### src/rtl/muldiv_unit_pkg.sv
// Shared constants for the M-extension execution unit: function codes,
// funct3 encodings, default width and the sequencer state type.
package muldiv_unit_pkg;

    localparam int XLEN_DEFAULT = 32;

    localparam logic [2:0] F3_MUL    = 3'b000;
    localparam logic [2:0] F3_MULH   = 3'b001;
    localparam logic [2:0] F3_MULHSU = 3'b010;
    localparam logic [2:0] F3_MULHU  = 3'b011;
    localparam logic [2:0] F3_DIV    = 3'b100;
    localparam logic [2:0] F3_DIVU   = 3'b101;
    localparam logic [2:0] F3_REM    = 3'b110;
    localparam logic [2:0] F3_REMU   = 3'b111;

    // M functions occupy one aligned block of the ALU code space; low bits are funct3.
    localparam logic [1:0] ALU_M_GROUP = 2'b10;

    localparam logic [4:0] ALU_MUL    = {ALU_M_GROUP, F3_MUL};
    localparam logic [4:0] ALU_MULH   = {ALU_M_GROUP, F3_MULH};
    localparam logic [4:0] ALU_MULHSU = {ALU_M_GROUP, F3_MULHSU};
    localparam logic [4:0] ALU_MULHU  = {ALU_M_GROUP, F3_MULHU};
    localparam logic [4:0] ALU_DIV    = {ALU_M_GROUP, F3_DIV};
    localparam logic [4:0] ALU_DIVU   = {ALU_M_GROUP, F3_DIVU};
    localparam logic [4:0] ALU_REM    = {ALU_M_GROUP, F3_REM};
    localparam logic [4:0] ALU_REMU   = {ALU_M_GROUP, F3_REMU};

    typedef enum logic [1:0] {
        IDLE = 2'd0,
        CALC = 2'd1,
        FIX  = 2'd2,
        DONE = 2'd3
    } muldiv_state_t;

    function automatic logic is_m_fn(input logic [4:0] fn);
        return fn[4:3] == ALU_M_GROUP;
    endfunction

endpackage

### src/rtl/muldiv_step.sv
// One iteration of the unsigned datapath: shift-add multiply step (LSB first)
// or restoring divide step (MSB first), selected by is_div.
module muldiv_step
    import muldiv_unit_pkg::*;
#(
    parameter int XLEN = XLEN_DEFAULT
) (
    input  logic              is_div,
    input  logic [2*XLEN-1:0] acc_i,
    input  logic [XLEN-1:0]   opa_i,
    input  logic [XLEN-1:0]   opb_i,
    output logic [2*XLEN-1:0] acc_o,
    output logic [XLEN-1:0]   opa_o,
    output logic [XLEN-1:0]   opb_o
);

    logic [XLEN-1:0] addend;
    logic [XLEN:0]   sum;
    logic [XLEN:0]   rem_sh;
    logic [XLEN-1:0] diff;
    logic            fits;

    always_comb begin
        addend = opb_i[0] ? opa_i : '0;
        sum    = {1'b0, acc_i[2*XLEN-1:XLEN]} + {1'b0, addend};

        // Partial remainder is always below the divisor, so the difference fits XLEN bits.
        rem_sh = {acc_i[2*XLEN-1:XLEN], opa_i[XLEN-1]};
        fits   = rem_sh >= {1'b0, opb_i};
        diff   = rem_sh[XLEN-1:0] - opb_i;

        if (is_div) begin
            acc_o = {(fits ? diff : rem_sh[XLEN-1:0]), acc_i[XLEN-2:0], fits};
            opa_o = {opa_i[XLEN-2:0], 1'b0};
            opb_o = opb_i;
        end else begin
            acc_o = {sum, acc_i[XLEN-1:1]};
            opa_o = opa_i;
            opb_o = {1'b0, opb_i[XLEN-1:1]};
        end
    end

endmodule

### src/rtl/muldiv_unit.sv
// Iterative RV32M multiply/divide unit: magnitudes in, XLEN unsigned steps,
// one sign-fix cycle, result held over a valid/ready handshake.
//
// state | meaning
// IDLE  | ready for a request
// CALC  | one multiply/divide step per cycle, counter XLEN..1
// FIX   | apply sign correction and select the result word
// DONE  | out_valid high, result held until out_ready
module muldiv_unit
    import muldiv_unit_pkg::*;
#(
    parameter int XLEN = XLEN_DEFAULT
) (
    input  logic            clock,
    input  logic            reset,
    input  logic            flush,
    input  logic            in_valid,
    output logic            in_ready,
    input  logic [4:0]      in_function,
    input  logic [XLEN-1:0] in_operand_a,
    input  logic [XLEN-1:0] in_operand_b,
    output logic            out_valid,
    input  logic            out_ready,
    output logic [XLEN-1:0] out_result,
    output logic            busy
);

    localparam int CW = $clog2(XLEN) + 1;

    muldiv_state_t     state_q, state_d;
    logic [2:0]        func_q, func_d;
    logic              neg_a_q, neg_a_d;
    logic              neg_b_q, neg_b_d;
    logic [XLEN-1:0]   opa_q, opa_d;
    logic [XLEN-1:0]   opb_q, opb_d;
    logic [2*XLEN-1:0] acc_q, acc_d;
    logic [CW-1:0]     cnt_q, cnt_d;
    logic              out_valid_q, out_valid_d;
    logic [XLEN-1:0]   out_result_q, out_result_d;

    logic [2*XLEN-1:0] acc_s;
    logic [XLEN-1:0]   opa_s, opb_s;

    muldiv_step #(.XLEN(XLEN)) u_step (
        .is_div (func_q[2]),
        .acc_i  (acc_q),
        .opa_i  (opa_q),
        .opb_i  (opb_q),
        .acc_o  (acc_s),
        .opa_o  (opa_s),
        .opb_o  (opb_s)
    );

    logic            sgn_a, sgn_b, in_neg_a, in_neg_b;
    logic            in_is_m, in_is_div, b_zero, ovf, early;
    logic [XLEN-1:0] a_mag, b_mag, early_res;

    always_comb begin
        sgn_a     = in_function inside {ALU_MULH, ALU_MULHSU, ALU_DIV, ALU_REM};
        sgn_b     = in_function inside {ALU_MULH, ALU_DIV, ALU_REM};
        in_neg_a  = sgn_a & in_operand_a[XLEN-1];
        in_neg_b  = sgn_b & in_operand_b[XLEN-1];
        a_mag     = in_neg_a ? -in_operand_a : in_operand_a;
        b_mag     = in_neg_b ? -in_operand_b : in_operand_b;
        in_is_m   = is_m_fn(in_function);
        in_is_div = in_function[2];
        b_zero    = in_operand_b == '0;
        ovf       = sgn_b && in_is_div && (in_operand_b == '1)
                    && (in_operand_a == {1'b1, {(XLEN-1){1'b0}}});
        early     = !in_is_m || (in_is_div && (b_zero || ovf));

        // Cases whose answer is fixed by the ISA rather than by iteration.
        early_res = '0;
        if (in_is_m && in_is_div) begin
            if (b_zero)
                early_res = in_function[1] ? in_operand_a : '1;
            else if (ovf)
                early_res = in_function[1] ? '0 : {1'b1, {(XLEN-1){1'b0}}};
        end
    end

    logic [2*XLEN-1:0] prod;
    logic [XLEN-1:0]   quo, rem, fix_res;

    always_comb begin
        prod = (neg_a_q ^ neg_b_q) ? -acc_q : acc_q;
        quo  = (neg_a_q ^ neg_b_q) ? -acc_q[XLEN-1:0] : acc_q[XLEN-1:0];
        rem  = neg_a_q ? -acc_q[2*XLEN-1:XLEN] : acc_q[2*XLEN-1:XLEN];
        if (!func_q[2])
            fix_res = (func_q[1:0] == 2'b00) ? prod[XLEN-1:0] : prod[2*XLEN-1:XLEN];
        else
            fix_res = func_q[1] ? rem : quo;
    end

    always_comb begin
        state_d      = state_q;
        func_d       = func_q;
        neg_a_d      = neg_a_q;
        neg_b_d      = neg_b_q;
        opa_d        = opa_q;
        opb_d        = opb_q;
        acc_d        = acc_q;
        cnt_d        = cnt_q;
        out_valid_d  = out_valid_q;
        out_result_d = out_result_q;

        case (state_q)
            IDLE: begin
                if (in_valid && !flush) begin
                    func_d  = in_function[2:0];
                    neg_a_d = in_neg_a;
                    neg_b_d = in_neg_b;
                    opa_d   = a_mag;
                    opb_d   = b_mag;
                    acc_d   = '0;
                    cnt_d   = CW'(XLEN);
                    if (early) begin
                        state_d      = DONE;
                        out_valid_d  = 1'b1;
                        out_result_d = early_res;
                    end else begin
                        state_d = CALC;
                    end
                end
            end
            CALC: begin
                acc_d = acc_s;
                opa_d = opa_s;
                opb_d = opb_s;
                cnt_d = cnt_q - CW'(1);
                if (cnt_q == CW'(1))
                    state_d = FIX;
            end
            FIX: begin
                out_result_d = fix_res;
                out_valid_d  = 1'b1;
                state_d      = DONE;
            end
            DONE: begin
                if (out_ready) begin
                    out_valid_d = 1'b0;
                    state_d     = IDLE;
                end
            end
            default: state_d = IDLE;
        endcase

        if (flush) begin
            state_d     = IDLE;
            out_valid_d = 1'b0;
            opa_d       = '0;
            opb_d       = '0;
            acc_d       = '0;
        end
    end

    always_ff @(posedge clock or negedge reset) begin
        if (!reset) begin
            state_q      <= IDLE;
            func_q       <= '0;
            neg_a_q      <= 1'b0;
            neg_b_q      <= 1'b0;
            opa_q        <= '0;
            opb_q        <= '0;
            acc_q        <= '0;
            cnt_q        <= '0;
            out_valid_q  <= 1'b0;
            out_result_q <= '0;
        end else begin
            state_q      <= state_d;
            func_q       <= func_d;
            neg_a_q      <= neg_a_d;
            neg_b_q      <= neg_b_d;
            opa_q        <= opa_d;
            opb_q        <= opb_d;
            acc_q        <= acc_d;
            cnt_q        <= cnt_d;
            out_valid_q  <= out_valid_d;
            out_result_q <= out_result_d;
        end
    end

    assign in_ready   = (state_q == IDLE);
    assign busy       = (state_q != IDLE);
    assign out_valid  = out_valid_q;
    assign out_result = out_result_q;

endmodule

### config.mk
export PLATFORM = sky130hd
export DESIGN_NAME = muldiv_unit
export DESIGN_NICKNAME = d
export VERILOG_FILES = /design/src/rtl/muldiv_unit_pkg.sv /design/src/rtl/muldiv_step.sv /design/src/rtl/muldiv_unit.sv
export SDC_FILE = /design/constraint.sdc
export NUM_CORES = 1
export LEC_CHECK = 0
export ABC_CLOCK_PERIOD_IN_PS = 3000
export CORE_ASPECT_RATIO = 0.9
export CORE_MARGIN = 3
export CORE_UTILIZATION = 61
export CTS_BUF_LIST = sky130_fd_sc_hd__clkbuf_8
export DETAILED_ROUTE_END_ITERATION = 6
export DONT_BUFFER_PORTS = 1
export HOLD_SLACK_MARGIN = 0.1
export PLACE_DENSITY_LB_ADDON = 0.25
export SETUP_SLACK_MARGIN = 0.3
export SLEW_MARGIN = 20
export SYNTH_ARGS = -nofsm -noshare
export SYNTH_HDL_FRONTEND = slang
export SYNTH_SLANG_ARGS = --single-unit
### constraint.sdc
create_clock -name clock -period 3 [get_ports clock]
set_clock_uncertainty 0.2 [all_clocks]
set_input_delay 0.3 -clock clock [delete_from_list [all_inputs] [get_ports clock]]
set_output_delay 0.3 -clock clock [all_outputs]
set_load 0.01 [all_outputs]
==> run summary, run 1 <==
## Logic synthesis
* average footprint of a synthesized cell: 7.70 sq um
* post-synthesis cell type count: 82
* dominant cells by area after synthesis: sky130_fd_sc_hd__dfrtp_1 (27%), sky130_fd_sc_hd__o21ai_0 (7.2%), sky130_fd_sc_hd__ha_1 (5.9%), sky130_fd_sc_hd__xnor2_1 (5.5%), sky130_fd_sc_hd__nand2_1 (5.4%)
* post-synthesis cell area: 16200 sq um
* number of instances in the synthesized netlist: 2106
* async set-reset flop share out of synthesis: 100%
* sequential-to-total area share from yosys stat: 26.9%
* Synth top area share: 26.9%
* dominant combinational cell family by area after synthesis: compound AO/OA/AOI/OAI gates
* dominant cell type by area after synthesis: sky130_fd_sc_hd__dfrtp_1
* portion of netlist area occupied by mux cells: 3.23%
* FF+latch count, synth: 174
* post-synthesis share of cell area spent on and, or, nand and nor gates: 20.6%
* Main synth FF type: sky130_fd_sc_hd__dfrtp_1
* arithmetic-cell share of the synthesized area counting full adders, half adders and majority gates: 6.11%
* area fraction in compound gates after synthesis: 27.8%
* count of flip-flops with a built-in enable after synthesis: 0
* post-synthesis share of cell area spent on xor and xnor gates: 10.4%
* Synthesized Nets: 2258
* Yosys warnings: 0

## Die
* overall die width: 178 um
* Boundary Pins: 109
* Die Height: 161 um
* site row count: 55
* starting utilization of the core area: 63.1%

## Clock network
* Num Clock Sinks: 174
* root cell of the clock tree: sky130_fd_sc_hd__clkbuf_8
* clock buffers created by TritonCTS: 17
* maximum number of buffers from clock root to sink: 2
* H-tree depth reported by CTS: 4

## Status
* tool error message: [ERROR GRT-0232] Routing congestion too high. Check the congestion heatmap in the GUI.
* Stopped at: global routing
* result of the run: did not finish

## Global routing
* global-route usage over all layers: 80.2%
* maximum number of pins on one net before global-route repair: 175
* GRT overflow: 127
* antenna violations before repair: 20

## STA
* WEP type: sequential cell input
* worst endpoint left by the global-route repair_timing run: acc_q[61]$_DFFE_PN0P_/D

## Placement
* placed instance count: 2682
* gp weighted congestion: 1.04
* input/output buffers: 0
* DP HPWL: 51900 um

==> cell usage after synthesis (5+ instances only) <==
library cell	count
sky130_fd_sc_hd__o21ai_0	233
sky130_fd_sc_hd__nand2_1	231
sky130_fd_sc_hd__dfrtp_1	174
sky130_fd_sc_hd__nor2_1	174
sky130_fd_sc_hd__a21oi_1	163
sky130_fd_sc_hd__clkbuf_1	114
sky130_fd_sc_hd__xnor2_1	101
sky130_fd_sc_hd__xor2_1	92
sky130_fd_sc_hd__ha_1	76
sky130_fd_sc_hd__inv_1	69
sky130_fd_sc_hd__o31ai_1	55
sky130_fd_sc_hd__mux2i_1	50
sky130_fd_sc_hd__nor3_1	42
sky130_fd_sc_hd__and2_1	40
sky130_fd_sc_hd__a22o_1	38
sky130_fd_sc_hd__a31oi_1	38
sky130_fd_sc_hd__nand3_1	36
sky130_fd_sc_hd__or3_1	29
sky130_fd_sc_hd__a21o_1	26
sky130_fd_sc_hd__nand2b_1	23
sky130_fd_sc_hd__nand4_1	20
sky130_fd_sc_hd__nor2b_1	18
sky130_fd_sc_hd__a211oi_1	17
sky130_fd_sc_hd__a22oi_1	15
sky130_fd_sc_hd__nor4_1	15
sky130_fd_sc_hd__o211ai_1	15
sky130_fd_sc_hd__and3_1	14
sky130_fd_sc_hd__o41ai_1	12
sky130_fd_sc_hd__buf_2	11
sky130_fd_sc_hd__o22ai_1	11
sky130_fd_sc_hd__or4_1	10
sky130_fd_sc_hd__a221oi_1	9
sky130_fd_sc_hd__o21bai_1	9
sky130_fd_sc_hd__o21a_1	8
sky130_fd_sc_hd__o21ai_1	8
sky130_fd_sc_hd__o221ai_1	8
sky130_fd_sc_hd__a41oi_1	6
sky130_fd_sc_hd__buf_1	6
sky130_fd_sc_hd__or2_2	6
sky130_fd_sc_hd__a311oi_1	5
sky130_fd_sc_hd__nor4_2	5
==> metrics by stage <==
stage	cell area [sq um]	setup WS [ps]	setup TNS (ps)
after detailed placement	19600	-268	-7870
after CTS	21900	-169	-3690
after global placement	19600	-242	-4900
after floorplan	16800	-112	-469
==> routing by layer <==
metal,global-route usage (%),GRT overflow
met5,53.5,1
met4,73.9,39
met3,70.8,11
met2,90.5,62
met1,82.3,14
==> logic make-up after synthesis <==
logic type / count (synthesis)
flip-flops: 174
buffers and inverters: 204
AO/OA/AOI/OAI: 716
multiplexers: 52
XOR/XNOR: 193
AND/OR/NAND/NOR: 689
adder cells (fa/ha/maj): 78
==> what timing repair did <==
action | in CTS
hold buffers | 77
pin swaps | 105
endpoints found under the hold margin | 309
buffers inserted | 30
endpoints found under the setup margin | 65
gates cloned | 3
gates resized for setup | 217
==> run 2, diff against run 1 <==
==> config.mk (replaced) <==
export PLATFORM = sky130hd
export DESIGN_NAME = muldiv_unit
export DESIGN_NICKNAME = d
export VERILOG_FILES = /design/src/rtl/muldiv_unit_pkg.sv /design/src/rtl/muldiv_step.sv /design/src/rtl/muldiv_unit.sv
export SDC_FILE = /design/constraint.sdc
export NUM_CORES = 1
export LEC_CHECK = 0
export ABC_CLOCK_PERIOD_IN_PS = 3900
export CORE_MARGIN = 3
export CORE_UTILIZATION = 40
export DETAILED_ROUTE_END_ITERATION = 6
export DONT_BUFFER_PORTS = 1
export PLACE_DENSITY_LB_ADDON = 0.15
export SLEW_MARGIN = 20
export SYNTH_ARGS = -nofsm -noshare
export SYNTH_HDL_FRONTEND = slang
export SYNTH_SLANG_ARGS = --single-unit
==> constraint.sdc (replaced) <==
create_clock -name clock -period 3.9 [get_ports clock]
set_clock_uncertainty 0.2 [all_clocks]
set_input_delay 0.39 -clock clock [delete_from_list [all_inputs] [get_ports clock]]
set_output_delay 0.39 -clock clock [all_outputs]
set_load 0.01 [all_outputs]
==> run 2 against run 1 <==
Against the previous run: the flow now finishes, with violations (negative hold slack); synthesized cell count unchanged; synthesized area unchanged.
==> run summary, run 2 <==
## Clock network
* count of hold-fix buffers inserted at cts: 24
* clock slew at the register clock pins of the worst setup and hold paths: 80 ps
* root cell of the clock tree: sky130_fd_sc_hd__clkbuf_16
* clock buffers created by TritonCTS: 17
* maximum number of buffers from clock root to sink: 2
* H-tree depth reported by CTS: 4
* later-pin clock latency in the skew report: 490 ps
* Num Clock Sinks: 174
* CTS tree: done

## Power and ir drop
* P per Cell Area: 620 nW/um^2
* total power draw: 0.0111 W
* worst vdd rail ir drop: 0.000745 V
* static power due to leakage: 7.51 nW

## Logic synthesis
* Synthesized Nets: 2258
* post-synthesis cell type count: 82
* FF+latch count, synth: 174
* async set-reset flop share out of synthesis: 100%
* Yosys warnings: 0
* most frequent cells after synthesis: sky130_fd_sc_hd__o21ai_0 (233), sky130_fd_sc_hd__nand2_1 (231), sky130_fd_sc_hd__dfrtp_1 (174), sky130_fd_sc_hd__nor2_1 (174), sky130_fd_sc_hd__a21oi_1 (163)
* Main synth FF type: sky130_fd_sc_hd__dfrtp_1
* Synth top area share: 26.9%
* cell with the most instances after synthesis: sky130_fd_sc_hd__o21ai_0
* dominant cells by area after synthesis: sky130_fd_sc_hd__dfrtp_1 (27%), sky130_fd_sc_hd__o21ai_0 (7.2%), sky130_fd_sc_hd__ha_1 (5.9%), sky130_fd_sc_hd__xnor2_1 (5.5%), sky130_fd_sc_hd__nand2_1 (5.4%)
* dominant cell type by area after synthesis: sky130_fd_sc_hd__dfrtp_1
* average footprint of a synthesized cell: 7.70 sq um
* count of flip-flops with a built-in enable after synthesis: 0
* post-synthesis cell area: 16200 sq um
* number of instances in the synthesized netlist: 2106
* sequential-to-total area share from yosys stat: 26.9%

## Route
* count of vias placed by the detailed router: 16113
* drt pass-1 iters: 5
* DR WL/cell: 23.1 um
* number of DRC markers after the initial detailed-route iteration: 1580
* total DRC errors in the routed layout: 0
* wire length after detailed routing: 60700 um
* count of antenna-violating nets left after detailed routing: 0
* via count normalized by instance count: 6.13

## Worst setup path
* cell repeated most along the worst path: sky130_fd_sc_hd__a221oi_1
* worst reg2reg setup slack: 300 ps
* number of cells on the worst reg-to-reg path: 12
* required arrival time at the worst endpoint: 4060 ps
* Setup crit end kind: flop
* number of buffer and inverter stages on the critical path: 1
* worst-path fanout max: 20
* type of element launching the critical path: flop
* category of cells accounting for the largest share of critical-path delay: compound AO/OA/AOI/OAI gates
* critical path type: flop to flop
* startpoint of the worst register-to-register path: opb_q[0]
* cell with the largest stage delay on the worst path: sky130_fd_sc_hd__dfrtp_1
* cell breakdown of the critical path: buf_4 > and2_1 > ha_1 > and3_1 > and2_1 > a221oi_1 > nand3_1 > a31o_2 > a221oi_1 > xnor2_1 > a221oi_1 > o21ai_0
* reg-to-reg critical path endpoint: acc_q[56]
* maximum cell stage delay along the critical path: 450 ps
* arrival time at the worst endpoint: 3760 ps

## Status
* result of the run: complete, but fails checks
* violated checks: negative hold slack

## Die
* Die Height: 207 um
* site row count: 73
* starting utilization of the core area: 40.6%
* Boundary Pins: 109
* overall die width: 207 um
* total core area: 39900 sq um
* DIE AREA: 43000 sq um

## STA
* Fin Setup TNS: 0 ps
* final-report max-slew violation count: 0
* RSZ-0062 raised after global routing: no
* number of failing setup endpoints in the final timing report: 0
* remaining max-slew budget at the tightest pin: 43.7%
* fin crit period: 3600 ps
* worst path setup slack after routing: 300 ps
* endpoints failing hold: 174
* minimum hold slack: -589 ps
* final clock period utilization by the worst path: 92.3%
* highest attainable clock frequency: 278 MHz
* slew at the pin closest to its max-slew limit: 843 ps

## Placement
* input/output buffers: 0
* DP Worst Slack: 331 ps
* gp weighted congestion: 0.992
* DP HPWL: 46400 um

## Layout
* share of layout cells above drive strength 1: 7.13%
* post-layout net count: 2243
* number of antenna repair diodes: 0
* most frequent standard cell in the layout excluding fill and tap cells: sky130_fd_sc_hd__o21ai_0
* register bank with the most flops: acc_q
* number of flip-flops in the largest register: 64
* fin util: 44.9%
* Area growth, synth to finish: 10.5%
* # fillers: 4020
* commonest cells after routing, fill and taps aside: sky130_fd_sc_hd__o21ai_0 (233), sky130_fd_sc_hd__nand2_1 (231), sky130_fd_sc_hd__nor2_1 (173), sky130_fd_sc_hd__dfrtp_1 (173), sky130_fd_sc_hd__a21oi_1 (163)

## Global routing
* GRT overflow: 0
* antenna violations before repair: 1
* number of global-route vias before repair: 15692
* maximum number of pins on one net before global-route repair: 175
* global-route usage over all layers: 27.8%
* global-route wire length before repair: 93200 um

## Hold path
* type of the tightest min-delay check: primary input to asynchronous set/reset pin

## Run
* number of maximum-capacitance constraint violations: 0

==> run 2: cell counts after synthesis <==
Identical to the previous run, type by type.
==> run 2: logic make-up (layout without fill, tap and decap cells) <==
family	Yosys count	count (layout)	synth area share, %
adder cells (fa/ha/maj)	78	78	6.11
AND/OR/NAND/NOR	689	689	20.6
flip-flops	174	174	26.9
XOR/XNOR	193	193	10.4
AO/OA/AOI/OAI	716	716	27.8
multiplexers	52	52	3.23
buffers and inverters	204	202	4.96
==> run 2: metal layers <==
layer / track usage, % / part of all wire (%)
met3: 5.62 / 5.9
met4: 10.8 / 3.6
met1: 37.4 / 45
met5: 0 / 0.021
met2: 44.0 / 46
==> run 2: worst max-delay path by stage <==
stage	startpoint	to	cells after the start
2_1_floorplan	acc_q[46]	acc_q[61]	11
3_3_place_gp	opb_q[0]	acc_q[48]	13
3_5_place_dp	opb_q[0]	acc_q[56]	12
4_1_cts	opb_q[0]	acc_q[56]	12
5_1_grt	opb_q[0]	acc_q[62]	13
6_report	opb_q[0]	acc_q[56]	12
==> run 2: repair_timing <==
item | in CTS | in global routing
hold endpoints to repair | 205 | 174
setup buffers | 0 | 0
gates resized for setup | 0 | 1
endpoints found under the setup margin | 0 | 1
==> run 2: power breakdown <==
part	switching [W]	leakage [nW]	internal [W]	total [W]
clock	0.000821	0.307	0.00111	0.00193
combinational	0.00392	4.90	0.00228	0.00620
sequential	0.000666	2.30	0.00230	0.00297
total	0.00541	7.51	0.00570	0.0111
==> run 2: cell type report <==
cell class	instances	area (sq um)	share of cell area [%]
Clock buffer	20	457	2.55
Tap cell	525	657	3.67
Inverter	69	259	1.45
Timing Repair Buffer	101	868	4.85
Sequential cell	174	4360	24.3
Clock inverter	12	184	1.03
Multi-Input combinational cell	1728	11100	62.1
==> run 2: metrics by stage <==
stage / cell area, sq um / hold WS, ps / cells
after floorplan: 16200 / -106 / 2106
after global placement: 17000 / -80.0 / 2573
after detailed placement: 17000 / -79.4 / 2573
after CTS: 17900 / -628 / 2629
after global routing: 17900 / -620 / 2629
final: 17900 / -589 / 2629
Note: power is estimated with default switching activity, not from simulation.
